## config.mk

```make
export PLATFORM = sky130hd
export DESIGN_NAME = ext_irq_controller
export DESIGN_NICKNAME = d
export VERILOG_FILES = /design/src/rtl/ext_irq_controller.sv
export SDC_FILE = /design/constraint.sdc
export NUM_CORES = 1
export LEC_CHECK = 0
export CAP_MARGIN = 5
export CORE_AREA = 2 2 68 70
export DETAILED_ROUTE_END_ITERATION = 8
export DIE_AREA = 0 0 70 72
export DONT_BUFFER_PORTS = 1
export PLACE_DENSITY = 0.63
export REMOVE_ABC_BUFFERS = 1
export SKIP_LAST_GASP = 1
export SYNTH_ARGS = -nofsm -noshare
export SYNTH_HDL_FRONTEND = slang
export SYNTH_SLANG_ARGS = --single-unit
```

## constraint.sdc

```tcl
create_clock -name CLOCK_50 -period 2 [get_ports CLOCK_50]
set_clock_uncertainty 0.15 [all_clocks]
set_input_delay 0.3 -clock CLOCK_50 [delete_from_list [all_inputs] [get_ports CLOCK_50]]
set_output_delay 0.3 -clock CLOCK_50 [all_outputs]
set_load 0.01 [all_outputs]
```

## src/rtl/ext_irq_controller.sv

```systemverilog
`default_nettype none
// ============================================================================
// Module      : ext_irq_controller
// Description : Synchronizes and edge-detects external interrupt lines, masks
//               them, and issues one prioritized request at a time to the core.
// Revision    : 1.0 - initial release
// ============================================================================
module ext_irq_controller #(
    parameter int                 N_SRC      = 8,
    parameter int                 ID_W       = 3,
    parameter int                 HOLDOFF    = 4,
    parameter logic [N_SRC-1:0]   MASK_RESET = '1
) (
    input  logic               CLOCK_50,
    input  logic               reset,
    input  logic [N_SRC-1:0]   irq_src,
    input  logic               mask_we,
    input  logic [N_SRC-1:0]   mask_wdata,
    input  logic               ExtIAck,
    output logic               ExtIRQ,
    output logic [ID_W-1:0]    irq_id,
    output logic [N_SRC-1:0]   pending,
    output logic [N_SRC-1:0]   mask
);

    localparam logic [1:0] c_IDLE    = 2'd0;
    localparam logic [1:0] c_REQ     = 2'd1;
    localparam logic [1:0] c_HOLD    = 2'd2;
    localparam logic [7:0] c_HOLDOFF = 8'(HOLDOFF);

    logic [N_SRC-1:0] r_s1;
    logic [N_SRC-1:0] r_s2;
    logic [N_SRC-1:0] r_prv;
    logic [N_SRC-1:0] r_pending;
    logic [N_SRC-1:0] r_mask;
    logic [1:0]       r_state;
    logic [7:0]       r_cnt;
    logic             r_irq;
    logic [ID_W-1:0]  r_irq_id;

    logic [N_SRC-1:0] w_rise;
    logic [N_SRC-1:0] w_eligible;
    logic [N_SRC-1:0] w_clr;
    logic [ID_W-1:0]  w_first_id;
    logic             w_any;

    assign w_rise     = r_s2 & ~r_prv;
    assign w_eligible = r_pending & r_mask;
    assign w_any      = |w_eligible;
    // Only the acknowledged source is cleared, and only in the ack cycle.
    assign w_clr      = ((r_state == c_REQ) && ExtIAck) ? (N_SRC'(1) << r_irq_id) : '0;

    // Downward scan so the lowest eligible index is the one that sticks.
    always_comb begin
        w_first_id = '0;
        for (int i = N_SRC - 1; i >= 0; i--) begin
            if (w_eligible[i]) begin
                w_first_id = ID_W'(i);
            end
        end
    end

    always_ff @(posedge CLOCK_50 or posedge reset) begin
        if (reset) begin
            r_s1      <= '0;
            r_s2      <= '0;
            r_prv     <= '0;
            r_pending <= '0;
            r_mask    <= MASK_RESET;
        end else begin
            r_s1      <= irq_src;
            r_s2      <= r_s1;
            r_prv     <= r_s2;
            // Set takes precedence over the acknowledge clear.
            r_pending <= (r_pending & ~w_clr) | w_rise;
            if (mask_we) begin
                r_mask <= mask_wdata;
            end
        end
    end

    always_ff @(posedge CLOCK_50 or posedge reset) begin
        if (reset) begin
            r_state  <= c_IDLE;
            r_cnt    <= '0;
            r_irq    <= 1'b0;
            r_irq_id <= '0;
        end else begin
            case (r_state)
                c_IDLE: begin
                    if (w_any) begin
                        r_irq_id <= w_first_id;
                        r_irq    <= 1'b1;
                        r_state  <= c_REQ;
                    end
                end
                c_REQ: begin
                    // Request is committed: id and line stay put until ack.
                    if (ExtIAck) begin
                        r_irq   <= 1'b0;
                        r_cnt   <= c_HOLDOFF;
                        r_state <= c_HOLD;
                    end
                end
                c_HOLD: begin
                    if ((r_cnt == 8'd0) && !ExtIAck) begin
                        r_state <= c_IDLE;
                    end else if (r_cnt != 8'd0) begin
                        r_cnt <= r_cnt - 8'd1;
                    end
                end
                default: begin
                    r_state <= c_IDLE;
                    r_irq   <= 1'b0;
                end
            endcase
        end
    end

    assign ExtIRQ  = r_irq;
    assign irq_id  = r_irq_id;
    assign pending = r_pending;
    assign mask    = r_mask;

endmodule
`default_nettype wire

```

=== After elaboration in Yosys (flattened, before gate mapping) ===
Index checks and enable logic that the tools add are counted.
Widths: inputs -> output; s select.

* Bits in registers: 54
* Bits of input ports: 20
* Output and inout port bits: 20
* Word-level logic and storage cells: 57

* Add/subtract/negate cells: 1
* Equal/unequal tests: 7
* Shift-type cells: 1
* Muxes and demuxes: 20
* Bitwise operators: 7
* Reductions and logical operators: 12

{| class="wikitable"
|+ Operator list
! operator !! number
|-
| $mux 8 || 4
|-
| $and 8x8->8 || 3
|-
| $mux 3 || 8
|-
| $not 8->8 || 2
|-
| $pmux 8 s2 || 1
|-
| $ne 2x2->1 const B || 5
|-
| $logic_not 8->1 || 1
|-
| $or 8x8->8 || 1
|-
| $reduce_bool 8->1 || 1
|-
| $reduce_or 8->1 || 1
|-
| $shl 1x3->8 const A || 1
|-
| $sub 8x1->8 const B || 1
|-
| $mux 2 || 3
|-
| $pmux 2 s3 || 1
|-
| $reduce_and 3->1 || 2
|-
| $reduce_and 4->1 || 1
|-
| $pmux 1 s3 || 1
|-
| $eq 2x1->1 const B || 1
|-
| $eq 2x2->1 const B || 1
|-
| $logic_and 1x1->1 || 2
|-
| $logic_not 2->1 || 1
|-
| $mux 1 || 2
|-
| $reduce_and 2->1 || 1
|-
| $reduce_bool 2->1 || 1
|-
| 2 further kinds || 2
|}

=== Depth between registers and ports, before layout ===
Gate-level depths: netlist of the first run.

* Depth in word-level cells: 9
* Mapped depth: 6
* Gate-level depth less buffers: 6

=== Least setup slack after synthesis of the first run ===
Ideal clock, no wire load.

* Kind: register to register
* From: register r_cnt[0]
* To: register r_cnt[7]
* Library setup time: 120 ps
* Data arrival time: 1640 ps
* Required time: 1730 ps
* Path slack: 90 ps
* Cell stages (with the launch flop): 6
* Path buffers: 0
* Period minus slack after synthesis: 1910 ps
* Cell sequence: dfrtp_1 inv_1 ha_1 or4bb_1 o221a_4 a31o_1

* Cells in the longest elaborated chain, start to end: 4
* Elaborated cells on any way between the ends: 10
* Classes of those cells: add/sub: 1; eq/ne: 2; mux: 3; reduce/logical: 4

{| class="wikitable"
|+ RTL lines
! item !! line !! text
|-
| start: declaration || 37 || <nowiki>logic [7:0] r_cnt;</nowiki>
|-
| start signal: assignment || 101 || <nowiki>r_cnt <= c_HOLDOFF;</nowiki>
|-
| start signal: assignment || 109 || <nowiki>r_cnt <= r_cnt - 8'd1;</nowiki>
|-
| $sub 8x1->8 / $logic_not 8->1 (equally long branches) || 109, 106 ||
|-
| $mux 8 / $logic_and 1x1->1 (equally long branches) || 108, 106 ||
|-
| $mux 8 / $ne 2x2->1 (equally long branches) || - ||
|-
| $pmux 8 s2 / $reduce_and 4->1 (equally long branches) || - ||
|}

Several ways; a longest one is shown, not always the timed one. The select of a mux whose other input is x is not followed.
A chain may end at the register's enable or synchronous reset.

=== Worst setup path in the final report of the first run ===
* From: register r_cnt[1]
* To: register r_cnt[5]

Same word-level chain as after synthesis.

==> flow_summary.toml, run 1 <==
[synthesis]
ys_top_cells_by_area = "dfrtp_1 55%, dfstp_2 10%, mux2_2 4.8%"
ys_seq_elements = 54
synth_edf_count = 0
synth_top_area_share = 0.5489
synth_warnings = 0
synth_cells = 168
synth_largest_area_cell = "dfrtp_1"
yosys.area_share.simple = 0.1020
synth.most_common_cell = "dfrtp_1"
synthAdderAreaFrac = 0.01193
synthMuxAreaShare = 0.04833
avgSynthCellArea_um2 = 12.48
syn_area_um2 = 2097
synth_flop_cell = "dfrtp_1"
synth_top_family_by_area = "compound AO/OA/AOI/OAI gates"
async_flop_share = 1.000
synth-compound-area-share = 0.1468
ys_types = 37
yosys-top-cells-count = "46 x dfrtp_1, 19 x o21ai_0, 15 x nand2_1"
synth_xor_area_frac = 0.008353
ys_seq_area_frac = 0.6492

[timing]
post-route-period-util = 0.9689
tightest_slew_ns = 0.6477
setup_violations = 0
fin_crit_ns = 1.938
slew_headroom = 0.5682
slew_viol_final = 0
setup_ws_ns = 0.06215
finalHoldViolations = 0
fmax_mhz = 516.0

[floorplanning]
rows = 24
dieArea_um2 = 5040
initial_utilization = 0.4918
core_area_um2 = 4264
die_w_um = 70
die_h_um = 72
ios = 40

[min_path]
hold_class = "in2reg"
hp-start = "ExtIAck"

[route]
drc = 0
dr.pass1.iters = 4
avgRoutedWirePerCell_um = 15.18
drt-total-wl_mm = 3.826
ant_nets = 0
vias = 1373
avgViaCountPerCell = 5.448
drt_iter0_markers = 69

[outcome]
status = "complete, no violations"

[setup_path]
cp_data_arrival_time_ns = 2.04
r2r-start = "r_cnt[1]"
worstPathMaxFanout = 5
setup.worst_path.class = "reg2reg"
critPathRequiredTime_ns = 2.10
cp-end-kind = "flop"
crit_start = "r_cnt[1]"
start_kind = "flop"

[power_and_ir_drop]
peakVddDrop_mv = 0.5323
power.density_nw_per_um2 = 1281
p_leak_nw = 1.075

[clock_tree]
clock-root-buffer = "clkbuf_8"
cts_tree = "built"
numClockSinks = 54
insertion_delay_ns = 0.30
h-tree-depth = 2
clk_path_buf_depth = 2
clk_pin_slew_ns = 0.10
cts_buffers = 5

[place]
gp_congestion = 0.8286
placed_cell_area_um2 = 2152
numPortBuffers = 0
dp_hpwl_mm = 2.533
dp_slack_ns = -0.007249

[layout]
fill_cells = 355
fin_nets = 221
areaGrowthSynthToFinish_pct = 21.72
drive_gt1_frac = 0.1850
final_cell_area_um2 = 2552
antenna_cells = 0

[global_route]
track_usage = 0.1712
grt-ovfl-total = 0
grt_max_degree = 55
antenna_found_initial = 0
grt_pass1_vias = 1446
grt_pass1_wl_mm = 6.782

[job]
maxCapViolations = 0
worst paths after layout:
kind                       slack [ns]    endpoint  cells after the start
max reg2reg                      0.06    r_cnt[5]                      6
min                              0.07  r_state[0]                      2
max in group asynchronous        0.80    r_cnt[0]                      3
min reg2reg                      0.20     r_s2[0]                      0
min in group asynchronous        0.48  pending[3]                      3
max                              0.06    r_cnt[5]                      6
flip-flops by register name, summed over array words and instances (netlist names):
| signal | cells |
|---|---|
| mask | 8 |
| pending | 8 |
| r_cnt | 8 |
| r_prv | 8 |
| r_s1 | 8 |
| r_s2 | 8 |
| irq_id | 3 |
| r_state | 2 |
| ExtIRQ | 1 |
critical path, cell delays in order, from the launching register on:
cell,delay [ns]
dfrtp_1,0.41
inv_1,0.09
ha_1,0.16
or4bb_4,0.50
o221a_4,0.31
a21oi_1,0.16
a31o_1,0.11
stage by stage:
step           cells  hold WS (ns)   TNS, ns  total power, mW    util
2_1_floorplan    164        0.1812         0            2.193       -
3_3_place_gp     218        0.1814         0            2.358  0.5047
5_1_grt          252       0.04872  -0.01633            3.505  0.5986
3_5_place_dp     218        0.1815  -0.01092            2.414  0.5047
6_report         252       0.06577         0            3.269  0.5986
4_1_cts          251      0.002008         0            3.258  0.5936
layout by cell type (no fill, tap or decap), drive strengths merged, types with 2 or more instances in the layout:
cell type / count
dfrtp: 46
dlygate4sd3: 25
o21ai: 19
nand2: 15
inv: 14
mux2: 9
a21oi: 9
dfstp: 8
nor2: 6
clkbuf: 5
a22oi: 4
nand2b: 4
o31ai: 3
buf: 3
a21o: 2
nor3: 2
a31o: 2
o22ai: 2
a32oi: 2
ha: 2
or4: 2
cell type report:
class                   count  area [um2]  share of cell area
clock buffers               5       68.82             0.02696
clock inverters             3       47.55             0.01863
inverters                  12       45.04             0.01765
multi-input cells          98       691.9              0.2711
flip-flops and latches     54        1361              0.5333
well taps                  52       65.06             0.02549
repair buffers             28       272.8              0.1069
report_power, final:
group | leakage (nW) | switching, mW | total, mW | internal [mW]
combinational | 0.406 | 0.450 | 0.896 | 0.446
sequential | 0.610 | 0.316 | 1.63 | 1.32
clock | 0.0591 | 0.358 | 0.740 | 0.382
timing repair:
action	in CTS	in global routing
resized for setup	2	3
setup buffers	1	0
hold endpoints to repair	63	2
setup endpoints to repair	4	7
pin swaps	1	3
hold buffers	24	1
logic make-up (layout without fill, tap and decap cells):
| family | after synthesis | count (layout) |
|---|---|---|
| buf+inv | 16 | 48 |
| mux | 9 | 9 |
| fa+ha+maj | 2 | 2 |
| compound gates | 47 | 47 |
| simple gates | 38 | 38 |
| xor+xnor | 2 | 2 |
| flops | 54 | 54 |
routing by layer:
layer	wire, um	track usage	share of wire	vias up
li1	-	-	-	650
met1	1696	0.2281	0.44	683
met2	1856	0.2762	0.49	35
met3	228	0.05417	0.060	5
met4	45	0.04487	0.012	0
met5	0	0	0	-
Power figures use the tool's default switching activity.
==> run 2, diff against run 1 <==
--- a/config.mk
+++ b/config.mk
@@ -5,10 +5,11 @@
 export SDC_FILE = /design/constraint.sdc
 export NUM_CORES = 1
 export LEC_CHECK = 0
+export ABC_AREA = 1
 export CAP_MARGIN = 5
-export CORE_AREA = 2 2 68 70
+export CORE_AREA = 2 2 69 71
 export DETAILED_ROUTE_END_ITERATION = 8
-export DIE_AREA = 0 0 70 72
+export DIE_AREA = 0 0 71 73
 export DONT_BUFFER_PORTS = 1
 export PLACE_DENSITY = 0.63
 export REMOVE_ABC_BUFFERS = 1
==> constraint.sdc (replaced) <==
create_clock -name CLOCK_50 -period 2 [get_ports CLOCK_50]
set_clock_uncertainty 0.15 [all_clocks]
set_input_delay 0.3 -clock CLOCK_50 [delete_from_list [all_inputs] [get_ports CLOCK_50]]
set_output_delay 0.3 -clock CLOCK_50 [all_outputs]
set_load 0.02 [all_outputs]
==> flow_summary.toml, run 2 <==
[synthesis]
avgSynthCellArea_um2 = 10.18
synth_largest_area_cell = "dfrtp_1"
synth_top_area_share = 0.5383
ys_top_cells_by_area = "dfrtp_1 54%, dfstp_2 9.8%, nand2_1 9.3%"
synth_cells = 210
synth.most_common_cell = "nand2_1"
synth_warnings = 0
synth_edf_count = 0
ys_types = 24
yosys-top-cells-count = "53 x nand2_1, 46 x dfrtp_1, 28 x inv_1"
synth_flop_cell = "dfrtp_1"
ys_seq_elements = 54
ys_seq_area_frac = 0.6366
async_flop_share = 1.000
syn_area_um2 = 2138

[setup_path]
critPathRequiredTime_ns = 2.08
cpPeakStageDelay_ns = 0.57
cp-end-kind = "flop"
setup.worst_path.class = "in2reg"
path_cells = "dlygate4sd3_1 > mux2_2 > dlygate4sd3_1"
cp_data_arrival_time_ns = 1.66
start_kind = "input pin"
crit_buf_inv = 2
cpMaxStageDelayCell = "dlygate4sd3_1"
ff2ff_setup_slack_ns = 0.45
crit_family = "buffers and inverters"
crit_top_cell = "dlygate4sd3_1"
worstPathMaxFanout = 1

[layout]
final_cell_mix = "53 x nand2_1, 46 x dfrtp_1, 27 x inv_1"
areaGrowthSynthToFinish_pct = 21.06
drive_gt1_frac = 0.1523
final_cell_count_no_fill = 297
final_common_cell = "nand2_1"
final_util = 0.5708
fin_nets = 264
antenna_cells = 0

[place]
gp_congestion = 0.8231
dp_slack_ns = 0.4491
numPortBuffers = 0
dp.cells = 264
dp_hpwl_mm = 2.548

[floorplanning]
ios = 40
die_h_um = 73
core_area_um2 = 4536
rows = 25
dieArea_um2 = 5183
initial_utilization = 0.4714
die_w_um = 71

[clock_tree]
clock-root-buffer = "clkbuf_8"
clk_path_buf_depth = 2
cts_buffers = 5
post-cts-setup-buffers = 0
insertion_delay_ns = 0.31
numClockSinks = 54
h-tree-depth = 2
cts_tree = "built"
clk_pin_slew_ns = 0.09

[route]
drt_iter0_markers = 70
avgRoutedWirePerCell_um = 12.50
ant_nets = 0
avgViaCountPerCell = 4.832
dr.pass1.iters = 4
drc = 0
vias = 1435
drt-total-wl_mm = 3.712

[global_route]
antenna_found_initial = 0
grt_pass1_vias = 1371
grt_pass1_wl_mm = 6.285
grt-ovfl-total = 0
track_usage = 0.1593
grt_max_degree = 55

[power_and_ir_drop]
finalPower_mw = 3.172
p_leak_nw = 1.218
peakVddDrop_mv = 0.5084
power.density_nw_per_um2 = 1225

[timing]
slew_headroom = 0.7702
post-route-period-util = 0.7895
setup_violations = 0
fin_crit_ns = 1.579
finalHoldViolations = 0
slew_viol_final = 0
fmax_mhz = 633.3
setup_ws_ns = 0.4211
fin_tns_setup_ns = 0
tightest_slew_ns = 0.3446
rsz0062_at_grt = "false"

[job]
maxCapViolations = 0

[min_path]
hold_class = "in2reg"

[outcome]
status = "complete, no violations"
-- run 2: cell types whose count changed after synthesis, sizes merged, moves of 3 or more --
cell,before,now
o21ai,19,25
buf,3,0
nor2,6,17
inv,12,30
o31ai,3,0
a21oi,9,0
nand3,0,9
nand2,15,55
a22oi,4,0
nand2b,4,0
-- run 2: area by class of cell --
type	instances	area (um2)
inverter	30	115.1
sequential	54	1361
tap	54	67.56
timing repair buffer	26	270.3
fill	384	1947
clock inverter	3	47.55
multi-input combinational	125	658.1
clock buffer	5	68.82
-- run 2: metrics by stage --
stage               cell area, um2  hold WS, ns
global placement              2222       0.1063
floorplan                     2135       0.1812
global route                  2589      0.03630
CTS                           2589      0.02093
detailed placement            2222       0.1056
finish                        2589      0.02868
-- run 2: path summary, 6_finish.rpt --
check,from,endpoint,cells past startpoint
setup / recovery,mask_wdata[1],mask[1],3
hold / removal,ExtIAck,r_state[0],3
setup reg to reg,r_cnt[0],r_cnt[7],8
hold reg to reg,r_s1[0],r_s2[0],0
max in group asynchronous,reset,mask[6],3
min in group asynchronous,reset,r_s1[2],3
-- run 2: power breakdown --
group / internal, mW / switching [mW] / total, mW
Clock: 0.379 / 0.354 / 0.733
Combinational: 0.335 / 0.522 / 0.857
Sequential: 1.28 / 0.297 / 1.58
Total: 2.00 / 1.17 / 3.17
-- run 2: worst reg2reg max path, cell delays in order, from the launching register on --
cell and delay (ns):
dfrtp_1 0.40, inv_1 0.13, ha_1 0.16, nand2_1 0.06, o21ai_2 0.18, nand2_2 0.17, inv_4 0.12, nand2_1 0.07
o21ai_2 0.05
-- run 2: cell families (layout without fill, tap and decap cells) --
| logic type | after synthesis | count (layout) | synth area share |
|---|---|---|---|
| compound gates | 28 | 28 | 0.07373 |
| xor+xnor | 1 | 1 | 0.004097 |
| fa+ha+maj | 2 | 2 | 0.01170 |
| buf+inv | 31 | 64 | 0.05559 |
| flops | 54 | 54 | 0.6366 |
| mux | 8 | 8 | 0.04213 |
| simple gates | 86 | 86 | 0.1761 |
-- run 2: timing repair --
item                      in CTS  in global routing
hold endpoints to repair      62                  0
hold buffers                  25                  0
resized for setup              0                  0
-- run 2: layer usage --
metal  vias up  global-route usage  wire length (um)
met5         -                   0                 0
met4         0             0.05660                45
met3         4             0.04972               192
met2        36              0.2648              1819
met1       669              0.1980              1654
li1        726                   -                 -
